File: config.mk
export PLATFORM = sky130hd
export DESIGN_NAME = pattern_bank
export DESIGN_NICKNAME = d
export VERILOG_FILES = /design/src/rtl/pattern_bank.sv
export SDC_FILE = /design/constraint.sdc
export NUM_CORES = 2
export LEC_CHECK = 0
export ABC_AREA = 0
export BUFFER_PORTS_ARGS = -buffer_cell sky130_fd_sc_hd__buf_2
export CAP_MARGIN = 0
export CELL_PAD_IN_SITES_DETAIL_PLACEMENT = 1
export CELL_PAD_IN_SITES_GLOBAL_PLACEMENT = 1
export CORE_MARGIN = 4
export CORE_UTILIZATION = 45
export DETAILED_ROUTE_END_ITERATION = 12
export PLACE_DENSITY = 0.65
export SETUP_SLACK_MARGIN = 0.5
export SYNTH_ARGS = -nofsm -noshare
export SYNTH_HDL_FRONTEND = slang
export SYNTH_SLANG_ARGS = --single-unit
File: constraint.sdc
create_clock -name sclk -period 2.58 [get_ports sclk]
set_input_delay 0.516 -clock sclk [delete_from_list [all_inputs] [get_ports sclk]]
set_output_delay 0.516 -clock sclk [all_outputs]
set_load 0.05 [all_outputs]
File: src/rtl/pattern_bank.sv
// Scan-loaded pattern bank: a serial frame is staged in a shadow shift register and committed
// atomically to one of NUM_BUFS buffers. Define PATTERN_BANK_PARITY_EN to append an even-parity bit.
module pattern_bank #(
  parameter  int NUM_BUFS   = 8,
  parameter  int BUF_BYTES  = 32,
  parameter  int WIDTH      = 8,
  localparam int AW         = $clog2(NUM_BUFS),
  localparam int FW         = $clog2(BUF_BYTES),
  localparam int FRAME_BITS = BUF_BYTES * WIDTH
) (
  input  logic             sclk,
  input  logic             rst_n,
  input  logic             ssel,
  input  logic [AW-1:0]    saddr,
  input  logic             sin,
  output logic             sout,
  input  logic [AW-1:0]    bufp,
  input  logic [FW-1:0]    fieldp,
  output logic [WIDTH-1:0] field_byte,
  output logic             commit,
  output logic             frame_err,
  output logic             busy
);

`ifdef PATTERN_BANK_PARITY_EN
  localparam int FRAME_LEN = FRAME_BITS + 1;
`else
  localparam int FRAME_LEN = FRAME_BITS;
`endif
  localparam int            CW       = $clog2(FRAME_LEN + 1);
  localparam logic [CW-1:0] CNT_LAST = CW'(FRAME_LEN - 1);

  typedef enum logic [2:0] {IDLE, LOAD, SHIFT, DONE, COMMIT} state_t;

  state_t                  state;
  logic [CW-1:0]           cnt;
  logic [AW-1:0]           tgt;
  logic [FRAME_BITS-1:0]   shadow;
  logic [FRAME_BITS-1:0]   load_data;
  logic                    ovr;
  logic                    tgt_ok;
  logic                    buf_ok;
  logic                    fld_ok;
  logic                    frame_ok;
  logic [WIDTH-1:0]        mem [NUM_BUFS][BUF_BYTES];

  // Range checks collapse to constants when the index space is exactly filled.
  if (NUM_BUFS == (1 << AW)) begin : g_buf_full
    assign tgt_ok = 1'b1;
    assign buf_ok = 1'b1;
  end else begin : g_buf_part
    assign tgt_ok = (tgt  < AW'(NUM_BUFS));
    assign buf_ok = (bufp < AW'(NUM_BUFS));
  end

  if (BUF_BYTES == (1 << FW)) begin : g_fld_full
    assign fld_ok = 1'b1;
  end else begin : g_fld_part
    assign fld_ok = (fieldp < FW'(BUF_BYTES));
  end

`ifdef PATTERN_BANK_PARITY_EN
  logic par;
  assign frame_ok = tgt_ok & ~par;
`else
  assign frame_ok = tgt_ok;
`endif

  assign busy = (state != IDLE);
  assign sout = busy & shadow[FRAME_BITS-1];

  // NOTE: every combinational output gets a default first so no path can infer a latch.
  always_comb begin
    load_data = '0;
    if (tgt_ok)
      for (int i = 0; i < BUF_BYTES; i++)
        load_data[i*WIDTH +: WIDTH] = mem[tgt][i];
  end

  // NOTE: state is updated with non-blocking assignments so every register samples pre-edge values.
  always_ff @(posedge sclk or negedge rst_n) begin
    if (!rst_n) begin
      state     <= IDLE;
      cnt       <= '0;
      tgt       <= '0;
      shadow    <= '0;
      ovr       <= 1'b0;
      commit    <= 1'b0;
      frame_err <= 1'b0;
`ifdef PATTERN_BANK_PARITY_EN
      par       <= 1'b0;
`endif
      // NOTE: buffers are flops rather than a RAM because reset must clear every byte asynchronously.
      for (int b = 0; b < NUM_BUFS; b++)
        for (int i = 0; i < BUF_BYTES; i++)
          mem[b][i] <= '0;
    end else begin
      commit    <= 1'b0;
      frame_err <= 1'b0;
      case (state)
        IDLE: begin
          if (ssel) begin
            tgt   <= saddr;
            state <= LOAD;
          end
        end
        LOAD: begin
          shadow <= load_data;
          cnt    <= '0;
          ovr    <= 1'b0;
`ifdef PATTERN_BANK_PARITY_EN
          par    <= 1'b0;
`endif
          if (ssel) begin
            state <= SHIFT;
          end else begin
            frame_err <= 1'b1;
            state     <= IDLE;
          end
        end
        SHIFT: begin
          if (ssel) begin
            cnt <= cnt + 1'b1;
`ifdef PATTERN_BANK_PARITY_EN
            par <= par ^ sin;
            // The trailing parity bit is checked but never stored.
            if (cnt != CNT_LAST) shadow <= {shadow[FRAME_BITS-2:0], sin};
`else
            shadow <= {shadow[FRAME_BITS-2:0], sin};
`endif
            if (cnt == CNT_LAST) state <= DONE;
          end else begin
            frame_err <= 1'b1;
            state     <= IDLE;
          end
        end
        DONE: begin
          if (ssel) begin
            if (!ovr) frame_err <= 1'b1;
            ovr <= 1'b1;
          end else if (ovr) begin
            state <= IDLE;
          end else begin
            commit    <= frame_ok;
            frame_err <= ~frame_ok;
            state     <= COMMIT;
          end
        end
        COMMIT: begin
          // commit is high exactly when this frame is accepted.
          if (commit)
            for (int i = 0; i < BUF_BYTES; i++)
              mem[tgt][i] <= shadow[i*WIDTH +: WIDTH];
          state <= IDLE;
        end
        default: state <= IDLE;
      endcase
    end
  end

  always_ff @(posedge sclk or negedge rst_n) begin
    if (!rst_n)
      field_byte <= '0;
    else if (buf_ok && fld_ok)
      field_byte <= mem[bufp][fieldp];
    else
      field_byte <= '0;
  end

endmodule
==> results.json <==
{
  "synth_cell_types": 73,
  "leakagePower_nw": 66.6,
  "numCtsBuffers": 274,
  "whs_ps": 147,
  "cap_violations": 0,
  "path_cells": "nor2_4 > buf_6 > buf_4 > buf_6 > and4_4 > nand3b_1 > buf_6 > buf_12 > buf_12 > mux2_2",
  "synth_compound_area_share_pct": 4.69,
  "report.final.slew_viol_count": 0,
  "tns_ps": 0,
  "grt_use_total_pct": 28.5,
  "io_pins": 27,
  "path_clk_slew_ps": 60,
  "synth_nets": 8356,
  "syn_avg_cell_area_um2": 14.5,
  "max_freq_mhz": 407,
  "fin_crit_ps": 2460,
  "port_buffers": 26,
  "place_ws_ps": -1720,
  "htree_num_levels": 5,
  "area_delta_synth_final_pct": 19.3,
  "synthAdderAreaFrac_pct": 0.0208,
  "rsz0062_at_grt": "true",
  "crit_arrival_ps": 3190,
  "clk_latency_ps": 910,
  "ant_nets": 0,
  "worst_path_most_repeated_cell": "buf_6",
  "avgViaCountPerCell": 6.42,
  "synth_top_family_by_area": "multiplexers",
  "drt_wl_total_mm": 403,
  "dp_hpwl_mm": 249,
  "synth_xor_area_share_pct": 0.0436,
  "synth-seq-cells": 2330,
  "first_pass_iters": 5,
  "cts-root-buf": "clkbuf_16",
  "stdcell_area_mm2": 0.144,
  "final.setup_skew_ps": 65.3,
  "start_util_pct": 45.4,
  "synth.area.mux_share_pct": 40.4,
  "yosysWarnings": 0,
  "critPathSlowestCell": "dfrtp_2",
  "clock_sinks": 2330,
  "stdcell_count": 12408,
  "power.density_mw_per_mm2": 631,
  "final_common_cell": "dfrtp_1",
  "num-fill-cells": 24738,
  "grt_pass1_wl_mm": 599,
  "cp-start-kind": "flop",
  "vias": 79633,
  "drive_gt1_share_pct": 50.9,
  "nNetsFinal": 8688,
  "ys.flop_type": "dfrtp_1",
  "postPlaceCellArea_mm2": 0.129,
  "grt_max_degree": 125,
  "final_cell_mix": "dfrtp_1 (2324), mux2_2 (1943), mux4_2 (926), buf_4 (537), mux2i_1 (379)",
  "tritoncts": "done",
  "cp-end-kind": "flop",
  "worstPathRequired_ps": 3310,
  "critPathMaxFanout": 31,
  "yosys.area_share.simple_pct": 2.48,
  "drtIter0Drc": 6431,
  "p_total_mw": 90.7,
  "setup_viol": 0,
  "ys_async_sr_fraction_pct": 100,
  "fin_crit_sh_pct": 95.3,
  "gr-total-overflow": 0,
  "worst_pin_slew_ps": 890,
  "fin_util_pct": 54.1,
  "setup_ws_ps": 120,
  "status": "completed",
  "die_h_um": 526,
  "grt_pass1_vias": 86158,
  "critical-path-max-stage-delay_ps": 400,
  "drcViolationCount": 0,
  "antenna_found_initial": 11,
  "hold_viol_final": 0,
  "coreArea_mm2": 0.266,
  "wl_per_cell_um": 32.5,
  "dp.cells": 11697,
  "syn-cell-area_mm2": 0.121,
  "slew_headroom_pct": 40.7,
  "irDropWorstVdd_uv": 568,
  "synth_edf_count": 0,
  "gp_congestion": 0.833,
  "hold_path_class": "in2async",
  "seq_area_frac_synth_pct": 48.4,
  "dieArea_mm2": 0.276,
  "row_count": 189,
  "cts.path.max_buffers": 4,
  "synthCells": 8339,
  "path_class": "reg2reg",
  "die_w_um": 526
}
==> path summary, 6_finish.rpt <==
kind / to / startpoint / slack, ps / cells past startpoint
setup / recovery: mem[605] / state[1] / 120 / 10
hold / removal: mem[1532] / rst_n / 150 / 2
setup reg to reg: mem[605] / state[1] / 120 / 10
hold reg to reg: cnt[8] / cnt[8] / 490 / 2
max in group asynchronous: mem[1347] / rst_n / 1180 / 5
min in group sclk: field_byte[0] / fieldp[1] / 390 / 5
==> final cells by class <==
cell class	instances	area, µm²	share of cell area, %
multi-input cells	5065	58500	40.7
flip-flops and latches	2330	58300	40.6
repair buffers	991	13300	9.26
clock buffers	403	8120	5.65
well taps	3533	4420	3.07
clock inverters	73	1040	0.723
inverters	9	37.5	0.0261
diodes	4	10.0	0.00696
==> cells in the mapped netlist, drive strengths merged (13+ instances only) <==
cell / n / share of area (%)
mux2i: 385 / 3.2
o22ai: 26 / 0.13
dfrtp: 2330 / 48
nand3: 13 / 0.054
buf: 464 / 2.4
nor3: 27 / 0.12
nor4: 16 / 0.11
a211oi: 15 / 0.093
nand2: 298 / 0.93
mux2: 2060 / 19
a22oi: 136 / 0.85
a221oi: 21 / 0.16
a21oi: 355 / 1.5
mux4: 955 / 18
o221ai: 34 / 0.26
a22o: 23 / 0.17
clkbuf: 470 / 1.6
nor2: 291 / 0.91
o21ai: 291 / 1.2
==> cells by family after synthesis <==
kind of cell             Yosys count
multiplexers                    3400
XOR/XNOR                           6
buffers and inverters            944
AND/OR/NAND/NOR                  705
AO/OA/AOI/OAI                    952
adder cells (fa/ha/maj)            2
flip-flops                      2330
==> worst max-delay path: cells and delay by family (launching register included) <==
| family | cells | cell delay (ps) |
|---|---|---|
| mux | 1 | 380 |
| flops | 1 | 400 |
| simple gates | 3 | 350 |
| buf+inv | 6 | 1040 |
==> metal layers <==
metal | vias to the layer above | global-route usage (%) | part of all wire (%)
met5 | - | 0 | 0.0055
met4 | 4 | 8.31 | 3.1
met3 | 653 | 3.64 | 5.5
met2 | 2446 | 46.3 | 48
met1 | 44160 | 40.5 | 44
li1 | 32370 | - | -
==> sequential cells by signal (all words and copies together), names as in the netlist <==
register,count
mem,2048
frame_err,1
cnt,9
field_byte,8
state,3
tgt,3
ovr,1
commit,1
shadow,256
==> repair_timing <==
item,4_1_cts,5_1_grt
hold buffers,6,0
setup buffers,109,43
resized for setup,261,124
cloned,48,25
pin swaps,47,7
endpoints found under the hold margin,315,0
endpoints found under the setup margin,2276,2270
==> power breakdown <==
| group | internal (mW) | leakage (nW) | total [mW] | switching [mW] |
|---|---|---|---|---|
| sequential | 36.6 | 32.5 | 36.7 | 0.0756 |
| clock | 23.8 | 4.51 | 40.0 | 16.1 |
| combinational | 5.72 | 29.5 | 14.1 | 8.33 |
| total | 66.2 | 66.6 | 90.7 | 24.5 |
(Power assumes the default switching activity.)
